`config.mk`:
```
export PLATFORM = sky130hd
export DESIGN_NAME = inst_encoder_loader_flat
export DESIGN_NICKNAME = d
export VERILOG_FILES = /design/src/rtl/inst_encoder_loader_if.sv /design/src/rtl/inst_encoder_loader.sv /design/src/flat_wrapper.sv
export SDC_FILE = /design/constraint.sdc
export NUM_CORES = 1
export LEC_CHECK = 0
export ABC_CLOCK_PERIOD_IN_PS = 5000
export BUFFER_PORTS_ARGS = -buffer_cell sky130_fd_sc_hd__buf_2
export CORE_AREA = 2 2 103 105
export CTS_CLUSTER_SIZE = 28
export DETAILED_ROUTE_END_ITERATION = 16
export DIE_AREA = 0 0 105 107
export PLACE_DENSITY_LB_ADDON = 0.05
export RECOVER_POWER = 50
export SYNTH_ARGS = -nofsm -noshare
export SYNTH_HDL_FRONTEND = slang
export SYNTH_SLANG_ARGS = --single-unit
```
`constraint.sdc`:
```
create_clock -name clk -period 5 [get_ports clk]
set_input_delay 0 -clock clk [delete_from_list [all_inputs] [get_ports clk]]
set_output_delay 0 -clock clk [all_outputs]
set_load 0.03 [all_outputs]
```
`src/rtl/inst_encoder_loader_if.sv`:
```
// Field-bundle input stream and imem write port of the instruction encoder/loader.
// master = boot/test path (drives fields, sinks writes); slave = encoder.
interface inst_encoder_loader_if #(
  parameter int unsigned ADDR_W = 8
);
  logic              in_valid;
  logic              in_ready;
  logic [3:0]        in_kind;
  logic [4:0]        in_rd;
  logic [4:0]        in_rs1;
  logic [4:0]        in_rs2;
  logic [2:0]        in_funct3;
  logic [6:0]        in_funct7;
  logic [31:0]       in_imm;
  logic              mem_we;
  logic [ADDR_W-1:0] mem_addr;
  logic [31:0]       mem_wdata;
  logic              mem_ready;

  modport master (
    output in_valid, in_kind, in_rd, in_rs1, in_rs2, in_funct3, in_funct7, in_imm, mem_ready,
    input  in_ready, mem_we, mem_addr, mem_wdata
  );

  modport slave (
    input  in_valid, in_kind, in_rd, in_rs1, in_rs2, in_funct3, in_funct7, in_imm, mem_ready,
    output in_ready, mem_we, mem_addr, mem_wdata
  );
endinterface

```
`src/rtl/inst_encoder_loader.sv`:
```
// Packs RV32I field bundles into instruction words and writes them to sequential imem
// word addresses through a one-entry output buffer, with count/full/err tracking.
module inst_encoder_loader #(
  parameter int unsigned ADDR_W    = 8,
  parameter int unsigned BASE_ADDR = 0
) (
  input  logic                clk,
  input  logic                rst_n,
  input  logic                addr_clr,
  inst_encoder_loader_if.slave bus,
  output logic [ADDR_W:0]     count,
  output logic                full,
  output logic                err
);

  localparam logic [ADDR_W-1:0] BaseAddr = ADDR_W'(BASE_ADDR);
  localparam logic [ADDR_W-1:0] LastAddr = '1;

  logic              weQ, weD;
  logic [ADDR_W-1:0] addrQ, addrD;
  logic [31:0]       wdataQ, wdataD;
  logic [ADDR_W:0]   countQ, countD;
  logic              fullQ, fullD;
  logic              errQ, errD;

  logic [6:0]  opcode;
  logic [31:0] word;
  logic        legal;
  logic        misaligned;
  logic        inReady;
  logic        accept;
  logic        complete;

  // Field encoder
  always_comb begin
    opcode     = 7'b0000000;
    word       = 32'h0;
    legal      = 1'b1;
    misaligned = 1'b0;
    case (bus.in_kind)
      4'd0: begin
        opcode = 7'b0110011;
        word   = {bus.in_funct7, bus.in_rs2, bus.in_rs1, bus.in_funct3, bus.in_rd, opcode};
      end
      4'd1: begin
        opcode = 7'b0010011;
        if (bus.in_funct3 == 3'b001 || bus.in_funct3 == 3'b101) begin
          word = {bus.in_funct7, bus.in_imm[4:0], bus.in_rs1, bus.in_funct3, bus.in_rd, opcode};
        end else begin
          word = {bus.in_imm[11:0], bus.in_rs1, bus.in_funct3, bus.in_rd, opcode};
        end
      end
      4'd2: begin
        opcode     = 7'b1100011;
        misaligned = bus.in_imm[0];
        word       = {bus.in_imm[12], bus.in_imm[10:5], bus.in_rs2, bus.in_rs1, bus.in_funct3,
                      bus.in_imm[4:1], bus.in_imm[11], opcode};
      end
      4'd3: begin
        opcode = 7'b1100111;
        word   = {bus.in_imm[11:0], bus.in_rs1, 3'b000, bus.in_rd, opcode};
      end
      4'd4: begin
        opcode     = 7'b1101111;
        misaligned = bus.in_imm[0];
        word       = {bus.in_imm[20], bus.in_imm[10:1], bus.in_imm[11], bus.in_imm[19:12],
                      bus.in_rd, opcode};
      end
      4'd5: begin
        opcode = 7'b0010111;
        word   = {bus.in_imm[31:12], bus.in_rd, opcode};
      end
      4'd6: begin
        opcode = 7'b0110111;
        word   = {bus.in_imm[31:12], bus.in_rd, opcode};
      end
      4'd7: begin
        opcode = 7'b0000011;
        word   = {bus.in_imm[11:0], bus.in_rs1, bus.in_funct3, bus.in_rd, opcode};
      end
      4'd8: begin
        opcode = 7'b0100011;
        word   = {bus.in_imm[11:5], bus.in_rs2, bus.in_rs1, bus.in_funct3, bus.in_imm[4:0],
                  opcode};
      end
      4'd9: begin
        opcode = 7'b1110011;
        word   = {bus.in_imm[11:0], bus.in_rs1, bus.in_funct3, bus.in_rd, opcode};
      end
      default: legal = 1'b0;
    endcase
  end

  // A bundle taken while the last address drains would have to wrap, so hold it off.
  assign inReady  = rst_n && !fullQ && !addr_clr &&
                    (!weQ || (bus.mem_ready && addrQ != LastAddr));
  assign accept   = bus.in_valid && inReady;
  assign complete = weQ && bus.mem_ready;

  always_comb begin
    weD    = weQ;
    addrD  = addrQ;
    wdataD = wdataQ;
    countD = countQ;
    fullD  = fullQ;
    errD   = errQ;
    if (addr_clr) begin
      weD    = 1'b0;
      addrD  = BaseAddr;
      countD = '0;
      fullD  = 1'b0;
      errD   = 1'b0;
    end else begin
      if (complete) begin
        weD    = 1'b0;
        addrD  = addrQ + 1'b1;
        countD = countQ + 1'b1;
        if (addrQ == LastAddr) fullD = 1'b1;
      end
      if (accept) begin
        if (legal) begin
          weD    = 1'b1;
          wdataD = word;
        end
        if (!legal || misaligned) errD = 1'b1;
      end
    end
  end

  always_ff @(posedge clk or negedge rst_n) begin
    if (!rst_n) begin
      weQ    <= 1'b0;
      addrQ  <= BaseAddr;
      wdataQ <= 32'h0;
      countQ <= '0;
      fullQ  <= 1'b0;
      errQ   <= 1'b0;
    end else begin
      weQ    <= weD;
      addrQ  <= addrD;
      wdataQ <= wdataD;
      countQ <= countD;
      fullQ  <= fullD;
      errQ   <= errD;
    end
  end

  assign bus.in_ready  = inReady;
  assign bus.mem_we    = weQ;
  assign bus.mem_addr  = addrQ;
  assign bus.mem_wdata = wdataQ;
  assign count         = countQ;
  assign full          = fullQ;
  assign err           = errQ;

endmodule

```
`src/flat_wrapper.sv`:
```
// flat-port wrapper written by rule: the top's interface ports become plain ports
module inst_encoder_loader_flat 
#(
  parameter int unsigned ADDR_W    = 8,
  parameter int unsigned BASE_ADDR = 0
)
  (clk, rst_n, addr_clr, count, full, err, bus_in_valid, bus_in_kind, bus_in_rd, bus_in_rs1, bus_in_rs2, bus_in_funct3, bus_in_funct7, bus_in_imm, bus_mem_ready, bus_in_ready, bus_mem_we, bus_mem_addr, bus_mem_wdata);
  inst_encoder_loader_if #(.ADDR_W(ADDR_W)) bus_i ();
  input  logic clk;
  input  logic rst_n;
  input  logic addr_clr;
  output logic [ADDR_W:0] count;
  output logic full;
  output logic err;
  input wire logic [$bits(bus_i.in_valid)-1:0] bus_in_valid;
  input wire logic [$bits(bus_i.in_kind)-1:0] bus_in_kind;
  input wire logic [$bits(bus_i.in_rd)-1:0] bus_in_rd;
  input wire logic [$bits(bus_i.in_rs1)-1:0] bus_in_rs1;
  input wire logic [$bits(bus_i.in_rs2)-1:0] bus_in_rs2;
  input wire logic [$bits(bus_i.in_funct3)-1:0] bus_in_funct3;
  input wire logic [$bits(bus_i.in_funct7)-1:0] bus_in_funct7;
  input wire logic [$bits(bus_i.in_imm)-1:0] bus_in_imm;
  input wire logic [$bits(bus_i.mem_ready)-1:0] bus_mem_ready;
  output wire logic [$bits(bus_i.in_ready)-1:0] bus_in_ready;
  output wire logic [$bits(bus_i.mem_we)-1:0] bus_mem_we;
  output wire logic [$bits(bus_i.mem_addr)-1:0] bus_mem_addr;
  output wire logic [$bits(bus_i.mem_wdata)-1:0] bus_mem_wdata;
  assign bus_i.in_valid = bus_in_valid;
  assign bus_i.in_kind = bus_in_kind;
  assign bus_i.in_rd = bus_in_rd;
  assign bus_i.in_rs1 = bus_in_rs1;
  assign bus_i.in_rs2 = bus_in_rs2;
  assign bus_i.in_funct3 = bus_in_funct3;
  assign bus_i.in_funct7 = bus_in_funct7;
  assign bus_i.in_imm = bus_in_imm;
  assign bus_i.mem_ready = bus_mem_ready;
  assign bus_in_ready = bus_i.in_ready;
  assign bus_mem_we = bus_i.mem_we;
  assign bus_mem_addr = bus_i.mem_addr;
  assign bus_mem_wdata = bus_i.mem_wdata;
  inst_encoder_loader #(.ADDR_W(ADDR_W), .BASE_ADDR(BASE_ADDR)) u_core (.clk(clk), .rst_n(rst_n), .addr_clr(addr_clr), .bus(bus_i), .count(count), .full(full), .err(err));
endmodule
```
# Yosys cells after proc, flatten, opt, wreduce, memory -nomap -nowiden
# Cells that the tools add are included.
word_totals:
  reg_bits: 52
  latchBits: 0
  mem_bits_rw: 0
  romBits: 0
  in_bits: 66
  out_inout_bits: 53
  word_cells: 63
  mem_count: 0
op_classes:
  add_sub_neg: 2
  n_mul: 0
  div_mod_pow: 0
  magnitude_cmp: 0
  n_eq_ne: 13
  n_shift: 0
  muxes: 18
  bitwise_logic: 1
  n_reduce_logical: 23
op_table:
  columns: ["cell", "n"]
  rows:
  - ["32-bit case mux with 10 select lines", 1]
  - ["32-bit two-way mux", 1]
  - ["9-bit two-way mux", 2]
  - ["4-bit by 3-bit equality test with 1-bit output, second input constant", 4]
  - ["8-bit two-way mux", 2]
  - ["1-bit two-way mux", 12]
  - ["10-bit OR reduction", 1]
  - ["9-bit by 1-bit adder with 9-bit output, second input constant", 1]
  - ["8-bit by 1-bit adder with 8-bit output, second input constant", 1]
  - ["4-bit by 2-bit equality test with 1-bit output, second input constant", 2]
  - ["4-bit equality test, second input constant", 2]
  - ["8-bit equality test, second input constant", 1]
  - ["8-bit != test, second input constant", 1]
  - ["2-bit nonzero test", 4]
  - ["1-bit logical AND", 6]
  - ["4-bit by 1-bit equality test with 1-bit output, second input constant", 1]
  - ["1-bit zero test", 4]
  - ["4-bit zero test", 1]
  - ["2-bit AND reduction", 2]
  - ["3-bit by 1-bit equality test with 1-bit output, second input constant", 1]
  - ["3-bit equality test, second input constant", 1]
  - ["1-bit logical OR", 3]
  - ["3-bit AND reduction", 1]
  - ["2-bit OR reduction", 1]
  - ["1-bit inverter", 1]

# Longest topological paths before layout
# Gate-level depths: netlist (run 1).
logic_depth:
  depth_word: 8
  ltp_mapped: 8
  ltp_nobuf: 5

# Worst setup path after synthesis (run 1)
# OpenSTA, ideal clock, no wires.
synth_path:
  path_type: "reg2reg"
  startpoint: "register u_core.addrQ[0], in the netlist u_core.bus.mem_addr[0]"
  endpoint: "register u_core.wdataQ[20], in the netlist u_core.bus.mem_wdata[20]"
  setup_ps: 82
  arrival_time_ps: 1959
  t_required_ps: 4918
  path_slack_ps: 2959
  path_stages_with_launch: 8
  path_buffers: 2
  period_less_slack_ps: 2041
  path_cell_list: "dfrtp_1 -> ha_1 -> nand4_1 -> o2111a_1 -> buf_6 -> clkbuf_1 -> a31oi_1 -> a31oi_1"
synth_via:
  elab_chain_cells: 6
synth_lines:
  columns: ["element", "line_no", "text"]
  rows:
  - ["start, declared", "inst_encoder_loader.sv:20", "logic [ADDR_W-1:0] addrQ, addrD;"]
  - ["start signal, assigned", "inst_encoder_loader.sv:133", "addrQ <= BaseAddr;"]
  - ["start signal, assigned", "inst_encoder_loader.sv:140", "addrQ <= addrD;"]
  - ["8-bit != test", "inst_encoder_loader.sv:96", "(!weQ || (bus.mem_ready && addrQ != LastAddr));"]
  - ["1-bit logical AND", "inst_encoder_loader.sv:96", null]
  - ["1-bit logical OR", "inst_encoder_loader.sv:96", null]
  - ["1-bit logical AND", "inst_encoder_loader.sv:95", "assign inReady = rst_n && !fullQ && !addr_clr &&"]
  - ["via bus_in_ready", "flat_wrapper.sv:24", "output wire logic [$bits(bus_i.in_ready)-1:0] bus_in_ready;"]
  - ["1-bit logical AND", "inst_encoder_loader.sv:97", "assign accept = bus.in_valid && inReady;"]
  - ["3-bit AND reduction (no source line)", null, null]
  - ["end signal, assigned", "inst_encoder_loader.sv:141", "wdataQ <= wdataD;"]
  - ["end, declared", "inst_encoder_loader.sv:21", "logic [31:0] wdataQ, wdataD;"]
# The timed path passes the listed nets, and every way through them passes these cells.
# A chain may end at the register's enable or synchronous reset.

# Worst setup path after layout (run 1)
layout_path:
  startpoint: "input port rst_n"
  endpoint: "register u_core.wdataQ[2], in the netlist u_core.bus.mem_wdata[2]"
layout_via:
  elab_chain_cells: 5
layout_lines:
  columns: ["element", "line_no", "text"]
  rows:
  - ["start, declared", "flat_wrapper.sv:10", "input logic rst_n;"]
  - ["1-bit logical AND (3 in series)", "inst_encoder_loader.sv:95", null]
  - ["1-bit logical AND", "inst_encoder_loader.sv:97", null]
  - ["3-bit AND reduction (no source line)", null, null]
# No other way between the ends.

==> flow_metrics.tcl, run 1 <==
set metrics [dict create \
    status "completed" \
    fmaxAchievable_mhz 361 \
    avgSynthCellArea_um2 9.71 \
    dpl_cell_area_mm2 0.00359 \
    reg2reg_from "u_core.bus.mem_addr[0]" \
    p_per_area_mw_per_mm2 312 \
    crit_path_start "rst_n" \
    slowest_delay_ns 0.76 \
    r2r_end "u_core.bus.mem_wdata[2]" \
    cts.htree.levels 2 \
    synth_top_cell_by_area "dfrtp_1" \
    fp.coreArea_mm2 0.0101 \
    stdcell_count 555 \
    relSlewSlack_pct 50.3 \
    synthAdderAreaFrac_pct 0.847 \
    holdPathStages 3 \
    fp.dieW_um 105 \
    fillers 1110 \
    hp-start "bus_in_funct3[2]" \
    synth-seq-cells 51 \
    cts_root_buf "clkbuf_8" \
    final_hold_viol_count 0 \
    setup_viol 0 \
    gp_congestion 0.765 \
    hold_class "input pin to register" \
    synthArstFlopShare_pct 100 \
    path_clk_slew_ns 0.10 \
    stdcell_area_mm2 0.00376 \
    tightest_slew_ns 0.745 \
    grt_antenna_before_repair 0 \
    cpMaxStageDelayCell "o2111a_1" \
    routed_wl_mm 8.92 \
    syn_inst 304 \
    endpoint_kind "register" \
    reg2reg_slack_ns 2.42 \
    insertedDiodeCount 0 \
    p_leak_nw 1.62 \
    route.met2.wl_mm 4.34 \
    clock-sinks 51 \
    vias_per_cell 4.99 \
    drc 0 \
    design.die.area_mm2 0.0112 \
    grt_pass1_wl_mm 14.7 \
    post-place-ws_ns 2.39 \
    crit_type "input pin to register" \
    drive_above_1_share_pct 27.0 \
    dp_hpwl_mm 6.51 \
    die_y_um 107 \
    worstPathCellList "dlygate4sd3_1 > buf_2 > buf_4 > o2111a_1 > and3_4 > mux2_2" \
    synth_top_family_by_area "compound AO/OA/AOI/OAI gates" \
    power_mw 1.17 \
    dpl.cell_count 538 \
    finClkSkew_ns 0.0109 \
    cts_tree "done" \
    ys.warnings.count 0 \
    synthMuxAreaShare_pct 7.16 \
    cts_buffers 5 \
    timing.final.ws_setup_ns 2.23 \
    synth.top_cell.area_share_pct 43.2 \
    fin_crit_sh_pct 55.5 \
    yosys.area_share.simple_pct 15.4 \
    drt-met1-wl_mm 4.13 \
    grt_max_degree 53 \
    drt-wirelength-per-cell_um 16.1 \
    syn_nets 372 \
    pin_count 119 \
    synth_edf_count 0 \
    overflow 0 \
    portBuffers 118 \
    synth_compound_area_share_pct 23.5 \
    slew_violations 0 \
    timing.setup.tns_ns 0 \
    irDropWorstVdd_mv 0.152 \
    cap_violations 0 \
    finalCriticalPeriod_ns 2.77 \
    areaGrowthSynthToFinish_pct 27.2 \
    worstPathRequired_ns 5.19 \
    yosys-top-cells-area "dfrtp_1 43%, mux2_4 6.1%, a31oi_1 5.5%" \
    clk-insertion-delay-late_ns 0.30 \
    wl_met3_um 381 \
    grt_pass1_vias 2830 \
    start_util_pct 29.3 \
    initialDrtViolationCount 146 \
    fin_util_pct 37.2 \
    final_nets 487 \
    cts.path.max_buffers 2 \
    synthFlopType "dfrtp_1" \
    synthXorXnorAreaFrac_pct 4.45 \
    cp.arrival_ns 2.96 \
    grtUsageTotal_pct 16.4 \
    dr.pass1.iters 4 \
    yosys.cell_types.count 51 \
    syn-cell-area_mm2 0.00295 \
    routed.top_layer "met4" \
    ys_seq_area_share_pct 43.2 \
    rsz0062_at_grt "no" \
    cp_max_fo 52 \
    final_antenna_net_count 0 \
    reg2reg_depth 5 \
    num_rows 37 \
    hold_path_end "u_core.bus.mem_wdata[14]" \
    critPathLaunchType "input pin" \
    whs_ns 0.0173 \
    dr_total_vias 2771 \
]
## Yosys cell counts, types with 2 or more instances
| cell type | number |
|---|---|
| nor3_1 | 5 |
| nand4_1 | 4 |
| o22ai_1 | 5 |
| a221oi_1 | 2 |
| buf_6 | 4 |
| a211oi_1 | 2 |
| a22o_1 | 9 |
| or3_1 | 2 |
| a21boi_0 | 2 |
| inv_1 | 9 |
| a22oi_1 | 7 |
| nand3b_1 | 2 |
| buf_4 | 3 |
| xnor2_1 | 12 |
| nand2_1 | 24 |
| nor2b_1 | 2 |
| a31oi_1 | 26 |
| nand3_1 | 5 |
| a21oi_1 | 15 |
| o21ai_0 | 19 |
| nor4_1 | 2 |
| nor2_1 | 22 |
| clkbuf_1 | 8 |
| buf_2 | 5 |
| dfrtp_1 | 51 |
| xor2_1 | 3 |
| or3b_2 | 2 |
| a32o_1 | 2 |
| ha_1 | 2 |
| nor4b_1 | 2 |
| a222oi_1 | 4 |
| nand2b_1 | 11 |
| mux2_4 | 12 |
| mux2i_1 | 2 |
## state kept, by name, summed over array words and instances (netlist names)
signal	cells
u_core.bus.mem_addr	8
u_core.bus.mem_wdata	31
u_core.bus.mem_we	1
u_core.count	9
u_core.err	1
u_core.full	1
## layer usage
| metal | vias up | global-route usage [%] |
|---|---|---|
| li1 | 1349 | - |
| met1 | 1334 | 22.4 |
| met2 | 80 | 27.2 |
| met3 | 8 | 2.61 |
| met4 | 0 | 3.71 |
| met5 | - | 0 |
## cells in the final DEF, fill, tap and decap left out, types with 3 or more instances in the layout
cell | netlist | layout
o21ai_0 | 19 | 19
nand2b_1 | 11 | 11
dlygate4sd3_1 | 0 | 10
clkbuf_1 | 8 | 35
nor2_1 | 22 | 22
clkbuf_8 | 0 | 5
o22ai_1 | 5 | 5
a31oi_1 | 26 | 26
xnor2_1 | 12 | 12
nor3_1 | 5 | 5
dfrtp_1 | 51 | 51
inv_1 | 9 | 9
a222oi_1 | 4 | 4
nand2_1 | 24 | 24
a22o_1 | 9 | 9
xor2_1 | 3 | 3
nand4_1 | 4 | 4
a21oi_1 | 15 | 15
a22oi_1 | 7 | 7
mux2_4 | 12 | 12
buf_2 | 5 | 83
nand3_1 | 5 | 5
## cell families (layout without fill, tap and decap cells)
group / Yosys count / in the layout
compound gates: 102 / 102
xor+xnor: 15 / 15
fa+ha+maj: 2 / 2
buf+inv: 30 / 145
flops: 51 / 51
mux: 15 / 15
simple gates: 89 / 89
## area by class of cell
cell class / instances / area [um2] / share of cell area, %
multi-input cells: 223 / 1520 / 40.4
repair buffers: 129 / 654 / 17.4
inverters: 9 / 33.8 / 0.899
clock buffers: 5 / 68.8 / 1.83
flip-flops and latches: 51 / 1280 / 34.0
clock inverters: 2 / 37.5 / 0.999
well taps: 136 / 170 / 4.53
## worst max-delay path, delay by kind of cell
kind / cells / cell delay (ns)
buffers and inverters: 3 / 1.16
AOI/OAI and AO/OA: 1 / 0.76
and+or+nand+nor: 1 / 0.63
muxes: 1 / 0.38
## report_power, final
part | switching [mW] | internal (mW)
Sequential | 0.0374 | 0.472
Combinational | 0.250 | 0.124
Clock | 0.140 | 0.147
Total | 0.428 | 0.743
## worst max-delay path by stage
stage / slack [ns] / depth (start not counted) / end
6_report: 2.23 / 6 / u_core.bus.mem_wdata[2]
5_1_grt: 1.98 / 6 / u_core.bus.mem_wdata[2]
3_5_place_dp: 2.39 / 5 / u_core.bus.mem_wdata[2]
3_3_place_gp: 2.41 / 5 / u_core.bus.mem_wdata[2]
2_1_floorplan: 2.96 / 7 / u_core.bus.mem_wdata[20]
4_1_cts: 2.18 / 6 / u_core.bus.mem_wdata[2]
## repair_timing
| action | CTS | global route |
|---|---|---|
| buffers inserted | 0 | 0 |
| gates resized for setup | 0 | 0 |
| hold buffers | 10 | 0 |
| hold endpoints to repair | 60 | 0 |
(Power assumes the default switching activity.)
==> run 2: changes to the inputs <==
--- a/config.mk
+++ b/config.mk
@@ -5,7 +5,7 @@
 export SDC_FILE = /design/constraint.sdc
 export NUM_CORES = 1
 export LEC_CHECK = 0
-export ABC_CLOCK_PERIOD_IN_PS = 5000
+export ABC_CLOCK_PERIOD_IN_PS = 2700
 export BUFFER_PORTS_ARGS = -buffer_cell sky130_fd_sc_hd__buf_2
 export CORE_AREA = 2 2 103 105
 export CTS_CLUSTER_SIZE = 28
==> constraint.sdc (replaced) <==
create_clock -name clk -period 2.7 [get_ports clk]
set_input_delay 0 -clock clk [delete_from_list [all_inputs] [get_ports clk]]
set_output_delay 0 -clock clk [all_outputs]
set_load 0.03 [all_outputs]
==> flow_metrics.tcl, run 2 (same netlist as run 1, synthesis figures left out) <==
set metrics [dict create \
    cap_violations 0 \
    dr.pass1.iters 4 \
    fmaxAchievable_mhz 426 \
    status "completed" \
    dr_total_vias 2808 \
    final_common_cell "buf_2" \
    fp.dieW_um 105 \
    fp.coreArea_mm2 0.0101 \
    vias_per_cell 5.01 \
    die_y_um 107 \
    drc 0 \
    fin_util_pct 37.8 \
    final_nets 491 \
    final_cell_mix "77 x buf_2, 51 x dfrtp_1, 41 x clkbuf_1" \
    grt_antenna_before_repair 0 \
    num_rows 37 \
    grt_max_degree 52 \
    finClkSkew_ns 0.00905 \
    drt-wirelength-per-cell_um 16.4 \
    gp_congestion 0.777 \
    tightest_slew_ns 1.34 \
    cts_tree "done" \
    portBuffers 118 \
    grt_pass1_vias 2732 \
    finalCriticalPeriod_ns 2.35 \
    worstPathRequired_ns 2.89 \
    slew_violations 0 \
    holdPathStages 3 \
    fin_crit_sh_pct 86.9 \
    critPathLaunchType "register" \
    p_seq_share_pct 41.0 \
    reg2reg_depth 6 \
    final_antenna_net_count 0 \
    clockPowerShare_pct 27.9 \
    overflow 0 \
    final_hold_viol_count 0 \
    hold_class "input pin to register" \
    post-place-ws_ns 0.688 \
    timing.setup.tns_ns 0 \
    cts_buffers 5 \
    initialDrtViolationCount 133 \
    internal_power_mw 1.49 \
    comb_power_share_pct 31.1 \
    routed_wl_mm 9.19 \
    p_leak_nw 1.63 \
    largest_reg_flops 31 \
    fillers 1125 \
    clock-sinks 51 \
    irDropWorstVdd_mv 0.219 \
    timing.final.ws_setup_ns 0.354 \
    power_mw 2.29 \
    cts.path.max_buffers 2 \
    cts.htree.levels 2 \
    path_clk_slew_ns 0.10 \
    design.die.area_mm2 0.0112 \
    pin_count 119 \
    clk-insertion-delay-late_ns 0.31 \
    p_per_area_mw_per_mm2 601 \
    dp_hpwl_mm 6.54 \
    areaGrowthSynthToFinish_pct 29.1 \
    switching_share_pct 35.2 \
    insertedDiodeCount 0 \
    cts_root_buf "clkbuf_8" \
    relSlewSlack_pct 10.4 \
    cp_max_fo 30 \
    grt_pass1_wl_mm 14.4 \
    grtUsageTotal_pct 16.2 \
    crit_type "register to register" \
    start_util_pct 29.3 \
    rsz0062_at_grt "no" \
    cp.arrival_ns 2.54 \
    setup_viol 0 \
    cts_setup_buffers 0 \
    p_sw_mw 0.806 \
    endpoint_kind "register" \
    drive_above_1_share_pct 25.9 \
]
## run 2: worst max-delay path: stages, from the launching register on
cell	delay (ns)
dfrtp_1	0.45
ha_1	0.25
nand4_1	0.09
o2111a_1	0.20
and3_4	0.51
a31oi_1	0.13
dlygate4sd3_1	0.58
## run 2: through the flow
step                      cells  hold slack [ns]  instance area, um2
after floorplan             304           -0.296                2950
after global placement      540            0.235                3610
after detailed placement    540            0.232                3610
after CTS                   560           0.0119                3870
after global routing        560           0.0112                3810
final                       560           0.0137                3810
## run 2: final cells by class
cell class	instances	area [um2]	area share (%)
Multi-Input combinational cell	223	1520	39.8
Sequential cell	51	1280	33.5
Timing Repair Buffer	133	679	17.8
Tap cell	136	170	4.46
Clock buffer	5	68.8	1.81
Clock inverter	3	67.6	1.77
Inverter	9	33.8	0.886
## run 2: worst paths after layout
check                                   startpoint                  endpoint  slack, ns
setup / recovery            u_core.bus.mem_addr[0]  u_core.bus.mem_wdata[14]       0.35
hold / removal                    bus_in_funct7[1]  u_core.bus.mem_wdata[26]       0.01
setup reg to reg            u_core.bus.mem_addr[0]  u_core.bus.mem_wdata[14]       0.35
hold reg to reg            u_core.bus.mem_wdata[2]   u_core.bus.mem_wdata[2]       0.51
max in group asynchronous                    rst_n  u_core.bus.mem_wdata[19]       1.18
min in group asynchronous                    rst_n    u_core.bus.mem_addr[5]       0.70
## run 2: repair_timing
item / CTS / global route
hold endpoints to repair: 60 / 0
hold buffers: 12 / 0
resized for setup: 0 / 0
endpoints found under the setup margin: 0 / 0
## run 2: per-layer routing
layer	GRT usage, %	up-vias	share of wire (%)
met2	27.5	71	48
met5	0	-	0
li1	-	1370	-
met4	4.00	0	1.2
met3	3.71	9	5.0
met1	21.0	1358	45
## run 2: power groups by stage
stage	clock [mW]	combinational (mW)	sequential (mW)
after floorplan	0	0.254	1.17
after global placement	0	0.726	0.950
after detailed placement	0	0.731	0.951
after CTS	0.658	0.753	0.938
after global routing	0.689	0.769	0.957
final	0.640	0.712	0.939
==> run 3: changes to the inputs <==
--- a/config.mk
+++ b/config.mk
@@ -5,12 +5,13 @@
 export SDC_FILE = /design/constraint.sdc
 export NUM_CORES = 1
 export LEC_CHECK = 0
+export ABC_AREA = 1
 export ABC_CLOCK_PERIOD_IN_PS = 2700
 export BUFFER_PORTS_ARGS = -buffer_cell sky130_fd_sc_hd__buf_2
-export CORE_AREA = 2 2 103 105
+export CORE_AREA = 2 2 109 111
 export CTS_CLUSTER_SIZE = 28
 export DETAILED_ROUTE_END_ITERATION = 16
-export DIE_AREA = 0 0 105 107
+export DIE_AREA = 0 0 111 113
 export PLACE_DENSITY_LB_ADDON = 0.05
 export RECOVER_POWER = 50
 export SYNTH_ARGS = -nofsm -noshare
==> flow_metrics.tcl, run 3 <==
set metrics [dict create \
    status "completed" \
    p_leak_nw 2.25 \
    fp.coreArea_mm2 0.0113 \
    hold_class "input pin to register" \
    fin_crit_sh_pct 69.6 \
    gp_congestion 0.847 \
    design.die.area_mm2 0.0125 \
    final_nets 709 \
    p_per_area_mw_per_mm2 532 \
    synthArstFlopShare_pct 100 \
    drc 0 \
    slowest_delay_ns 0.41 \
    cts.path.max_buffers 2 \
    slew_violations 0 \
    dpl.cell_count 774 \
    path_clk_slew_ns 0.07 \
    critPathLaunchType "register" \
    setup_viol 0 \
    syn-cell-area_mm2 0.00336 \
    cts_root_buf "clkbuf_16" \
    cts.htree.levels 2 \
    num_rows 39 \
    areaGrowthSynthToFinish_pct 23.1 \
    start_util_pct 29.8 \
    yosys.cell_types.count 23 \
    tightest_slew_ns 1.29 \
    cts_tree "done" \
    cpMostUsedCell "nand2_1" \
    cp_max_fo 31 \
    cap_violations 0 \
    vias_per_cell 4.69 \
    cp_num_buf_inv 1 \
    worstPathCellList "ha_1 > nand2_1 > nor2_1 > nand3_1 > nand3_1 > nor2_4 > inv_2 > nand2_1 > nand2_1" \
    timing.final.ws_setup_ns 0.820 \
    timing.setup.tns_ns 0 \
    portBuffers 118 \
    avgSynthCellArea_um2 6.35 \
    fmaxAchievable_mhz 532 \
    relSlewSlack_pct 13.7 \
    dr.pass1.iters 5 \
    synth-seq-cells 51 \
    finClkSkew_ns 0.00662 \
    drt-wirelength-per-cell_um 13.3 \
    whs_ns 0.00398 \
    routed_wl_mm 10.4 \
    grtUsageTotal_pct 16.6 \
    final_cell_mix "243 x nand2_1, 81 x nand3_1, 65 x buf_2" \
    pin_count 119 \
    crit_type "register to register" \
    cts_buffers 5 \
    cpMaxStageDelayCell "dfrtp_1" \
    final_hold_viol_count 0 \
    synth_top_cell_by_area "dfrtp_1" \
    cts_setup_buffers 0 \
    final_common_cell "nand2_1" \
    overflow 0 \
    grt_pass1_wl_mm 17.1 \
    grt_max_degree 52 \
    finalCriticalPeriod_ns 1.88 \
    grt_antenna_before_repair 0 \
    grt_pass1_vias 3531 \
    rsz0062_at_grt "no" \
    syn_inst 529 \
    clk-insertion-delay-late_ns 0.29 \
    fp.dieW_um 111 \
    synthMostInstantiatedCell "nand2_1" \
    largest_reg_flops 31 \
    worstPathRequired_ns 2.93 \
    dp_hpwl_mm 7.89 \
    yosys-top-cells-area "dfrtp_1 38%, nand2_1 27%, nand3_1 12%" \
    cp.arrival_ns 2.11 \
    ys_seq_area_share_pct 38.0 \
    critical_path.top_delay_family "simple AND/OR/NAND/NOR gates" \
    fillers 1289 \
    stdcell_count 785 \
    drive_above_1_share_pct 14.6 \
    final_antenna_net_count 0 \
    synth_edf_count 0 \
    dr_total_vias 3682 \
    post-place-ws_ns 0.815 \
    ys.warnings.count 0 \
    synthTopCellsByCount "243 x nand2_1, 81 x nand3_1, 51 x dfrtp_1" \
    synth.top_cell.area_share_pct 38.0 \
    endpoint_kind "register" \
    irDropWorstVdd_mv 0.235 \
    die_y_um 113 \
    clock-sinks 51 \
    syn_nets 597 \
    initialDrtViolationCount 258 \
    insertedDiodeCount 0 \
    synthFlopType "dfrtp_1" \
]
[run 3: what timing repair did]
action                    in CTS  in global routing
hold endpoints to repair      54                  0
hold buffers                   3                  0
resized for setup              0                  0
[run 3: final cells by class]
cell class | instances | area (um2) | share of cell area, %
Inverter | 38 | 144 | 3.48
Timing Repair Buffer | 124 | 574 | 13.9
Clock buffer | 6 | 129 | 3.12
Sequential cell | 51 | 1280 | 30.9
Clock inverter | 2 | 12.5 | 0.303
Multi-Input combinational cell | 421 | 1820 | 44.0
Tap cell | 143 | 179 | 4.33
[run 3: worst reg2reg max path, delay by kind of cell (launching register included)]
kind | cells | cell delay [ns]
simple gates | 7 | 0.83
flops | 1 | 0.41
buf+inv | 1 | 0.39
fa+ha+maj | 1 | 0.19
[run 3: worst paths after layout]
check	from	end	slack, ns	cells past startpoint
worst max-delay path	u_core.bus.mem_addr[0]	u_core.bus.mem_wdata[26]	0.82	9
worst min-delay path	bus_in_funct3[2]	u_core.bus.mem_wdata[14]	0.004	5
worst max register to register	u_core.bus.mem_addr[0]	u_core.bus.mem_wdata[26]	0.82	9
worst min register to register	u_core.bus.mem_wdata[2]	u_core.bus.mem_wdata[2]	0.47	2
max in group asynchronous	rst_n	u_core.bus.mem_wdata[20]	1.18	3
min in group asynchronous	rst_n	u_core.count[7]	0.73	3
[run 3: kinds of logic (layout without fill, tap and decap cells)]
kind of cell | count (synthesis) | in the layout | share of synthesized area (%)
AO/OA/AOI/OAI | 35 | 35 | 5.52
flip-flops | 51 | 51 | 38.0
AND/OR/NAND/NOR | 384 | 384 | 47.9
buffers and inverters | 57 | 170 | 7.83
adder cells (fa/ha/maj) | 2 | 2 | 0.745
[run 3: through the flow]
step                      total power, mW  cell area, um2  util (%)
after floorplan                      1.37            3360         -
after global placement               1.62            4030      35.8
after detailed placement             1.62            4030      35.8
after CTS                            2.26            4200      37.3
after global routing                 2.34            4130      36.7
final                                2.20            4130      36.7
[run 3: per-layer routing]
| layer | wire length, um | share of wire, % | vias up | global-route usage [%] |
|---|---|---|---|---|
| li1 | - | - | 1911 | - |
| met1 | 4640 | 44 | 1650 | 21.1 |
| met2 | 4960 | 48 | 102 | 28.6 |
| met3 | 521 | 5.0 | 19 | 2.79 |
| met4 | 302 | 2.9 | 0 | 6.08 |
| met5 | 0 | 0 | - | 0 |
[run 3: power by group]
part           internal (mW)  leakage [nW]  switching (mW)
clock network          0.343        0.0669           0.281
registers              0.864         0.678          0.0650
logic                  0.168          1.51           0.479
total                   1.38          2.25           0.825
